<file path="src/rtl/max_sched_if.sv">
// Bundle between max_sched and its two Q-learning requesters plus the shared max unit.
// The slave modport is the scheduler's view; master is the environment's view.
interface max_sched_if #(
    parameter int unsigned DATA_WIDTH    = 32,
    parameter int unsigned ACTIONS       = 4,
    parameter int unsigned ACTIONS_WIDTH = 2
);
    logic                            a_req;
    logic [DATA_WIDTH*ACTIONS-1:0]   a_data;
    logic                            a_gnt;
    logic                            a_done;
    logic [ACTIONS_WIDTH-1:0]        a_action;
    logic                            a_explore;
    logic                            b_req;
    logic [DATA_WIDTH*ACTIONS-1:0]   b_data;
    logic                            b_gnt;
    logic                            b_done;
    logic [DATA_WIDTH-1:0]           b_qmax;
    logic [7:0]                      epsilon;
    logic                            mx_valid;
    logic [DATA_WIDTH*ACTIONS-1:0]   mx_data;
    logic [DATA_WIDTH-1:0]           mx_max;
    logic [ACTIONS_WIDTH-1:0]        mx_at_max;
    logic                            mx_done;
    logic                            timeout_err;

    modport master (
        output a_req, a_data, b_req, b_data, epsilon, mx_max, mx_at_max, mx_done,
        input  a_gnt, a_done, a_action, a_explore, b_gnt, b_done, b_qmax, mx_valid, mx_data,
               timeout_err
    );

    modport slave (
        input  a_req, a_data, b_req, b_data, epsilon, mx_max, mx_at_max, mx_done,
        output a_gnt, a_done, a_action, a_explore, b_gnt, b_done, b_qmax, mx_valid, mx_data,
               timeout_err
    );
endinterface

</file>
<file path="src/rtl/max_sched.sv">
// Round-robin sharing of one 4-way max/argmax unit between action selection (A, with
// epsilon-greedy exploration) and target computation (B), with a hung-unit timeout.
module max_sched #(
    parameter int unsigned DATA_WIDTH    = 32,
    parameter int unsigned ACTIONS       = 4,
    parameter int unsigned ACTIONS_WIDTH = 2,
    parameter int unsigned TIMEOUT       = 64,
    parameter logic [15:0] LFSR_SEED     = 16'hACE1
) (
    input  logic       clk_i,
    input  logic       rst_ni,
    max_sched_if.slave bus
);
    localparam int unsigned RowW   = DATA_WIDTH * ACTIONS;
    localparam int unsigned TimerW = (TIMEOUT > 2) ? $clog2(TIMEOUT) : 1;
    // Last WAIT cycle is the one where the count would reach TIMEOUT-1.
    localparam logic [TimerW-1:0] TimerLast = TimerW'(TIMEOUT - 2);

    typedef enum logic [1:0] {StIdle, StIssue, StWait, StResp} state_e;

    state_e                   state_q, state_d;
    logic                     owner_q, owner_d;      // 1 = B
    logic                     rr_last_q, rr_last_d;  // 1 = B
    logic [RowW-1:0]          mx_data_q, mx_data_d;
    logic [TimerW-1:0]        timer_q, timer_d;
    logic [DATA_WIDTH-1:0]    res_max_q, res_max_d;
    logic [ACTIONS_WIDTH-1:0] res_idx_q, res_idx_d;
    logic                     timeout_err_q, timeout_err_d;
    logic [ACTIONS_WIDTH-1:0] a_action_q, a_action_d;
    logic                     a_explore_q, a_explore_d;
    logic [DATA_WIDTH-1:0]    b_qmax_q, b_qmax_d;
    logic [15:0]              lfsr_q;
    logic                     lfsr_fb;

    logic                     gnt_a, gnt_b, mx_valid, done_a, done_b, explore;
    logic [ACTIONS_WIDTH-1:0] act_sel;

    assign lfsr_fb = lfsr_q[0] ^ lfsr_q[2] ^ lfsr_q[3] ^ lfsr_q[5];
    assign explore = lfsr_q[7:0] < bus.epsilon;
    assign act_sel = explore ? lfsr_q[8 +: ACTIONS_WIDTH] : res_idx_q;

    always_comb begin
        state_d       = state_q;
        owner_d       = owner_q;
        rr_last_d     = rr_last_q;
        mx_data_d     = mx_data_q;
        timer_d       = timer_q;
        res_max_d     = res_max_q;
        res_idx_d     = res_idx_q;
        timeout_err_d = timeout_err_q;
        a_action_d    = a_action_q;
        a_explore_d   = a_explore_q;
        b_qmax_d      = b_qmax_q;
        gnt_a         = 1'b0;
        gnt_b         = 1'b0;
        mx_valid      = 1'b0;
        done_a        = 1'b0;
        done_b        = 1'b0;
        unique case (state_q)
            StIdle: begin
                gnt_a = bus.a_req & (~bus.b_req | rr_last_q);
                gnt_b = bus.b_req & ~gnt_a;
                if (gnt_a || gnt_b) begin
                    owner_d   = gnt_b;
                    rr_last_d = gnt_b;
                    mx_data_d = gnt_b ? bus.b_data : bus.a_data;
                    state_d   = StIssue;
                end
            end
            StIssue: begin
                mx_valid = 1'b1;
                timer_d  = '0;
                state_d  = StWait;
            end
            StWait: begin
                if (bus.mx_done) begin
                    res_max_d = bus.mx_max;
                    res_idx_d = bus.mx_at_max;
                    state_d   = StResp;
                end else if (timer_q == TimerLast) begin
                    timeout_err_d = 1'b1;
                    res_max_d     = '0;
                    res_idx_d     = '0;
                    state_d       = StResp;
                end else begin
                    timer_d = timer_q + TimerW'(1);
                end
            end
            StResp: begin
                if (owner_q) begin
                    done_b   = 1'b1;
                    b_qmax_d = res_max_q;
                end else begin
                    done_a      = 1'b1;
                    a_explore_d = explore;
                    a_action_d  = act_sel;
                end
                state_d = StIdle;
            end
            default: state_d = StIdle;
        endcase
    end

    always_ff @(posedge clk_i) begin
        if (!rst_ni) begin
            state_q       <= StIdle;
            owner_q       <= 1'b0;
            rr_last_q     <= 1'b1;
            mx_data_q     <= '0;
            timer_q       <= '0;
            res_max_q     <= '0;
            res_idx_q     <= '0;
            timeout_err_q <= 1'b0;
            a_action_q    <= '0;
            a_explore_q   <= 1'b0;
            b_qmax_q      <= '0;
            lfsr_q        <= LFSR_SEED;
        end else begin
            state_q       <= state_d;
            owner_q       <= owner_d;
            rr_last_q     <= rr_last_d;
            mx_data_q     <= mx_data_d;
            timer_q       <= timer_d;
            res_max_q     <= res_max_d;
            res_idx_q     <= res_idx_d;
            timeout_err_q <= timeout_err_d;
            a_action_q    <= a_action_d;
            a_explore_q   <= a_explore_d;
            b_qmax_q      <= b_qmax_d;
            lfsr_q        <= {lfsr_fb, lfsr_q[15:1]};
        end
    end

    // Pulses are masked while reset is held so a stale state cannot leak out.
    assign bus.a_gnt       = gnt_a & rst_ni;
    assign bus.b_gnt       = gnt_b & rst_ni;
    assign bus.mx_valid    = mx_valid & rst_ni;
    assign bus.a_done      = done_a & rst_ni;
    assign bus.b_done      = done_b & rst_ni;
    assign bus.mx_data     = mx_data_q;
    assign bus.timeout_err = timeout_err_q;
    assign bus.a_action    = done_a ? act_sel : a_action_q;
    assign bus.a_explore   = done_a ? explore : a_explore_q;
    assign bus.b_qmax      = done_b ? res_max_q : b_qmax_q;
endmodule
</file>
<file path="src/flat_wrapper.sv">
// flat-port wrapper written by rule: the top's interface ports become plain ports
module max_sched_flat 
#(
    parameter int unsigned DATA_WIDTH    = 32,
    parameter int unsigned ACTIONS       = 4,
    parameter int unsigned ACTIONS_WIDTH = 2,
    parameter int unsigned TIMEOUT       = 64,
    parameter logic [15:0] LFSR_SEED     = 16'hACE1
)
  (clk_i, rst_ni, bus_a_req, bus_a_data, bus_b_req, bus_b_data, bus_epsilon, bus_mx_max, bus_mx_at_max, bus_mx_done, bus_a_gnt, bus_a_done, bus_a_action, bus_a_explore, bus_b_gnt, bus_b_done, bus_b_qmax, bus_mx_valid, bus_mx_data, bus_timeout_err);
  max_sched_if #(.DATA_WIDTH(DATA_WIDTH), .ACTIONS(ACTIONS), .ACTIONS_WIDTH(ACTIONS_WIDTH)) bus_i ();
  input  logic clk_i;
  input  logic rst_ni;
  input wire logic [$bits(bus_i.a_req)-1:0] bus_a_req;
  input wire logic [$bits(bus_i.a_data)-1:0] bus_a_data;
  input wire logic [$bits(bus_i.b_req)-1:0] bus_b_req;
  input wire logic [$bits(bus_i.b_data)-1:0] bus_b_data;
  input wire logic [$bits(bus_i.epsilon)-1:0] bus_epsilon;
  input wire logic [$bits(bus_i.mx_max)-1:0] bus_mx_max;
  input wire logic [$bits(bus_i.mx_at_max)-1:0] bus_mx_at_max;
  input wire logic [$bits(bus_i.mx_done)-1:0] bus_mx_done;
  output wire logic [$bits(bus_i.a_gnt)-1:0] bus_a_gnt;
  output wire logic [$bits(bus_i.a_done)-1:0] bus_a_done;
  output wire logic [$bits(bus_i.a_action)-1:0] bus_a_action;
  output wire logic [$bits(bus_i.a_explore)-1:0] bus_a_explore;
  output wire logic [$bits(bus_i.b_gnt)-1:0] bus_b_gnt;
  output wire logic [$bits(bus_i.b_done)-1:0] bus_b_done;
  output wire logic [$bits(bus_i.b_qmax)-1:0] bus_b_qmax;
  output wire logic [$bits(bus_i.mx_valid)-1:0] bus_mx_valid;
  output wire logic [$bits(bus_i.mx_data)-1:0] bus_mx_data;
  output wire logic [$bits(bus_i.timeout_err)-1:0] bus_timeout_err;
  assign bus_i.a_req = bus_a_req;
  assign bus_i.a_data = bus_a_data;
  assign bus_i.b_req = bus_b_req;
  assign bus_i.b_data = bus_b_data;
  assign bus_i.epsilon = bus_epsilon;
  assign bus_i.mx_max = bus_mx_max;
  assign bus_i.mx_at_max = bus_mx_at_max;
  assign bus_i.mx_done = bus_mx_done;
  assign bus_a_gnt = bus_i.a_gnt;
  assign bus_a_done = bus_i.a_done;
  assign bus_a_action = bus_i.a_action;
  assign bus_a_explore = bus_i.a_explore;
  assign bus_b_gnt = bus_i.b_gnt;
  assign bus_b_done = bus_i.b_done;
  assign bus_b_qmax = bus_i.b_qmax;
  assign bus_mx_valid = bus_i.mx_valid;
  assign bus_mx_data = bus_i.mx_data;
  assign bus_timeout_err = bus_i.timeout_err;
  max_sched #(.DATA_WIDTH(DATA_WIDTH), .ACTIONS(ACTIONS), .ACTIONS_WIDTH(ACTIONS_WIDTH), .TIMEOUT(TIMEOUT), .LFSR_SEED(LFSR_SEED)) u_core (.clk_i(clk_i), .rst_ni(rst_ni), .bus(bus_i));
endmodule
</file>
<file path="config.mk">
export PLATFORM = sky130hd
export DESIGN_NAME = max_sched_flat
export DESIGN_NICKNAME = d
export VERILOG_FILES = /design/src/rtl/max_sched_if.sv /design/src/rtl/max_sched.sv /design/src/flat_wrapper.sv
export SDC_FILE = /design/constraint.sdc
export NUM_CORES = 1
export LEC_CHECK = 0
export BUFFER_PORTS_ARGS = -buffer_cell sky130_fd_sc_hd__buf_4
export CAP_MARGIN = 10
export CORE_AREA = 2 2 186 188
export CTS_CLUSTER_DIAMETER = 30
export CTS_CLUSTER_SIZE = 14
export DETAILED_ROUTE_END_ITERATION = 10
export DIE_AREA = 0 0 188 190
export SYNTH_ARGS = -nofsm -noshare
export SYNTH_HDL_FRONTEND = slang
export SYNTH_SLANG_ARGS = --single-unit
export TNS_END_PERCENT = 50
</file>
<file path="constraint.sdc">
create_clock -name clk_i -period 6.21 [get_ports clk_i]
set_input_delay 1.242 -clock clk_i [delete_from_list [all_inputs] [get_ports clk_i]]
set_output_delay 1.242 -clock clk_i [all_outputs]
set_load 0.01 [all_outputs]
</file>
Word-level counts from Yosys, hierarchy flattened
Cells that the tools add are included.
{"block": "totals", "inputBits": 303, "reg_bits": 224, "output_inout_bits": 169}
{"block": "classes", "n_mux": 23, "eq_ne": 8, "order_cmp": 1, "bitwise": 15, "n_reduce_logical": 11, "add_sub_neg": 1}
{"operator": "2-to-1 mux 128 bit", "count": 1}
{"operator": "2-to-1 mux 32 bit", "count": 3}
{"operator": "2-to-1 mux 2 bit", "count": 7}
{"operator": "2-to-1 mux 6 bit", "count": 2}
{"operator": "case mux 6 bit (2 select lines)", "count": 1}
{"operator": "AND reduction 2 bit", "count": 5}
{"operator": "< comparator 8 bit", "count": 1}
{"operator": "2-to-1 mux 1 bit", "count": 8}
{"operator": "case mux 2 bit (4 select lines)", "count": 1}
{"operator": "AND 1 bit", "count": 7}
{"operator": "adder 6 x 1 -> 6 bit (second input constant)", "count": 1}
{"operator": "equality test 6 bit (second input constant)", "count": 1}
{"operator": "AND reduction 3 bit", "count": 2}
{"operator": "equality test 2 bit (second input constant)", "count": 2}
{"operator": "inequality test 2 bit (second input constant)", "count": 2}
{"operator": "NOT 1 bit", "count": 4}
{"operator": "nonzero test 2 bit", "count": 2}
{"operator": "inequality test 3 x 2 -> 1 bit (second input constant)", "count": 1}
{"operator": "bitwise XOR 1 bit", "count": 3}
{"operator": "equality test 2 x 1 -> 1 bit (second input constant)", "count": 1}
{"operator": "logical NOT 2 bit", "count": 1}
{"operator": "inequality test 2 x 1 -> 1 bit (second input constant)", "count": 1}
{"operator": "logical OR 1 bit", "count": 1}
{"operator": "bitwise OR 1 bit", "count": 1}

Logic depth before layout (Yosys ltp)
{"block": "logic_depth", "depth_word": 8, "ltp_mapped": 8, "ltp_nobuf": 7}

Least setup slack after synthesis
Ideal clock, no wire load.
{"block": "synth_path", "path_type": "input-to-output", "startpoint": "input bus_epsilon[2]", "endpoint": "output bus_a_action[0]", "cell_stages": 7, "t_arrival_ps": 2550, "required_time_ps": 4968, "path_slack_ps": 2418, "cell_sequence": "inv_1 ha_1 a211oi_1 o21ai_0 a41oi_1 mux2i_1 a21oi_1"}
{"block": "synth_via", "elab_chain_cells": 3}
{"element": "start, declared", "line": "flat_wrapper.sv:18", "source": "input wire logic [$bits(bus_i.epsilon)-1:0] bus_epsilon;"}
{"element": "< comparator 8 bit", "line": "max_sched.sv:39", "source": "assign explore = lfsr_q[7:0] < bus.epsilon;"}
{"element": "2-to-1 mux 2 bit", "line": "max_sched.sv:40", "source": "assign act_sel = explore ? lfsr_q[8 +: ACTIONS_WIDTH] : res_idx_q;"}
{"element": "2-to-1 mux 2 bit", "line": "max_sched.sv:142", "source": "assign bus.a_action = done_a ? act_sel : a_action_q;"}
{"element": "end, declared", "line": "flat_wrapper.sv:24", "source": "output wire logic [$bits(bus_i.a_action)-1:0] bus_a_action;"}
Every way passes these cells.

Worst setup path after layout
{"block": "layout_path", "startpoint": "input bus_epsilon[2]", "endpoint": "output bus_a_action[1]"}
Same word-level chain as after synthesis.

==> impl_metrics.tcl <==
set metrics [dict create \
    avgRoutedWirePerCell_microns 16.1 \
    nFillCells 3237 \
    drc 0 \
    holdPathStages 1 \
    ctsResizeCount 0 \
    via_per_inst 4.55 \
    cp.arrival_ns 3.03 \
    clk_latency_ns 0.53 \
    antenna_found_initial 0 \
    min_path_type "flip-flop to flip-flop" \
    yosys.area.top_type "dfxtp_1" \
    syn_nets 1252 \
    fmax_ghz 0.234 \
    gr-usage-all-layers_pct 16.2 \
    tns_ns 0 \
    hp-start "u_core.lfsr_q[11]$_SDFF_PN1_" \
    start_util_pct 28.8 \
    cts-htree-levels 2 \
    worstHoldEndpoint "u_core.lfsr_q[10]$_SDFF_PN1_" \
    vias 8601 \
    avgSynthCellArea_sq_um 10.5 \
    num_rows 68 \
    ys_ff_latch 224 \
    clkSinkCount 224 \
    tightest_slew_ns 1.16 \
    crit_fanout 3 \
    cts_root_buf "clkbuf_16" \
    areaGrowthSynthToFinish_pct 59.6 \
    yosysWarnings 0 \
    grt_pass1_wl_microns 46200 \
    die_w_microns 188 \
    seq_area_frac_synth_pct 45.8 \
    final_cell_mix "buf_4, dfxtp_1, nand2_1" \
    drtPass1Iterations 5 \
    diodes 0 \
    mostFrequentLayoutCell "buf_4" \
    vdd_drop_max_uv 224 \
    clk_pin_slew_ns 0.04 \
    core_sq_um 33900 \
    detail-route-antenna-nets 0 \
    ff2ff_path_depth 6 \
    regToRegSetupSlack_ns 4.06 \
    final_hold_viol_count 0 \
    slew_headroom_pct 22.8 \
    place_hpwl_microns 21800 \
    crit_required_ns 4.97 \
    drv_cap 0 \
    rsz0062_at_grt "false" \
    fp.dieH_microns 190 \
    synth.area.top_cells "dfxtp_1, mux2i_1, o211a_1" \
    grt_overflow 0 \
    drtIter0Drc 310 \
    port_buffers 471 \
    cp-end-kind "primary output" \
    gp_congestion 0.750 \
    crit_type "input port to primary output" \
    timing.rr.start "u_core.timer_q[0]$_SDFFE_PN0P_" \
    synth_area_sq_um 9780 \
    cts_tree "done" \
    total_power_mw 7.01 \
    yosysUniqueCellTypes 33 \
    io_pins 472 \
    postCtsSetupBuffers 0 \
    finalWirelength_microns 30500 \
    setup_viol 0 \
    numCtsBuffers 56 \
    fin_worst_skew_ns 0.0167 \
    fin_nets 1708 \
    cts_buffer_depth 3 \
    maxSlewViolCount 0 \
    synth.top_cell.area_share_pct 45.8 \
    whs_ns 0.400 \
    grt_pass1_vias 8539 \
    reg2reg_to "u_core.res_max_q[18]$_SDFFE_PN0P_" \
    final.period_utilization_pct 68.9 \
    drive_gt1_share_pct 42.8 \
    period_minus_slack_ns 4.28 \
    cellPowerDensity_nw_per_um2 449 \
    leakage_nw 8.19 \
    syn_inst 936 \
    dieArea_sq_um 35700 \
    ctsHoldBuffers 0 \
    start_kind "input port" \
    status "completed" \
    grt_max_degree 130 \
]
flip-flops by register name, indices dropped and copies added (netlist names):
name / count
u_core.state_q: 2
u_core.res_idx_q: 2
u_core.lfsr_q: 16
u_core.b_qmax_q: 32
u_core.timer_q: 6
u_core.a_action_q: 2
u_core.bus.timeout_err: 1
u_core.a_explore_q: 1
u_core.res_max_q: 32
u_core.bus.mx_data: 128
u_core.owner_q: 1
u_core.rr_last_q: 1
cell families (layout without fill, tap and decap cells):
| group | Yosys count | count (layout) | synth area share, % |
|---|---|---|---|
| flops | 224 | 224 | 45.8 |
| fa+ha+maj | 13 | 13 | 1.66 |
| compound gates | 188 | 188 | 17.5 |
| mux | 165 | 165 | 17.3 |
| buf+inv | 90 | 590 | 4.85 |
| xor+xnor | 7 | 7 | 0.627 |
| simple gates | 249 | 249 | 12.2 |
critical path: stages:
cell      delay (ns)
buf_4           0.08
inv_1           0.03
ha_1            0.29
a211oi_1        0.18
o21ai_0         0.18
a41oi_1         0.44
mux2i_1         0.30
a21oi_1         0.11
buf_4           0.18
cells in the mapped netlist (all sizes together):
cell type    n
dfxtp      224
nand2      134
mux2i      132
o211a      128
buf         53
and2        45
nor2b       42
a22oi       34
mux2        33
clkbuf      26
ha          13
a21oi       11
inv         11
nor2        10
nand2b       9
o21ai        7
xor2         6
and3         5
nand3        2
o2111ai      2
a211oi       1
a21boi       1
a31oi        1
a41oi        1
nand4        1
nor3         1
o21a         1
o221a        1
xnor2        1
through the flow:
step	utilization [%]	setup WS (ns)	area, sq um	cells
after floorplan	-	2.42	9780	936
after global placement	39.9	1.92	13600	1789
after detailed placement	39.9	1.91	13600	1789
after CTS	46.0	1.90	15600	1891
after global routing	46.0	1.70	15600	1891
final	46.0	1.93	15600	1891
worst max-delay path by stage:
stage	to	start	depth (start not counted)	slack [ns]
floorplan	bus_a_action[0]	bus_epsilon[2]	7	2.42
CTS	bus_a_action[1]	bus_epsilon[2]	9	1.90
global placement	bus_a_action[0]	bus_epsilon[2]	9	1.92
finish	bus_a_action[1]	bus_epsilon[2]	9	1.93
global route	bus_a_action[1]	bus_epsilon[2]	9	1.70
detailed placement	bus_a_action[1]	bus_epsilon[2]	9	1.91
report_power, final:
part	leakage [nW]	internal [mW]	switching, mW
Clock	0.981	2.26	0.873
Sequential	1.84	1.78	0.180
Combinational	5.37	0.924	0.989
per-layer routing:
| metal | share of wire [%] | global-route usage, % | vias to the layer above | wire [microns] |
|---|---|---|---|---|
| li1 | - | - | 4251 | - |
| met1 | 41 | 19.3 | 3974 | 12600 |
| met2 | 49 | 27.9 | 326 | 15000 |
| met3 | 6.9 | 4.30 | 50 | 2110 |
| met4 | 2.7 | 5.97 | 0 | 832 |
| met5 | 0 | 0 | - | 0 |
layout make-up:
class / instances / area, sq um / share of cell area, %
flip-flops and latches: 224 / 4480 / 28.7
well taps: 455 / 569 / 3.64
clock buffers: 66 / 1510 / 9.67
inverters: 11 / 41.3 / 0.264
multi-input cells: 622 / 4840 / 31.0
clock inverters: 36 / 549 / 3.52
repair buffers: 477 / 3620 / 23.2
Note: power is estimated with default switching activity, not from simulation.
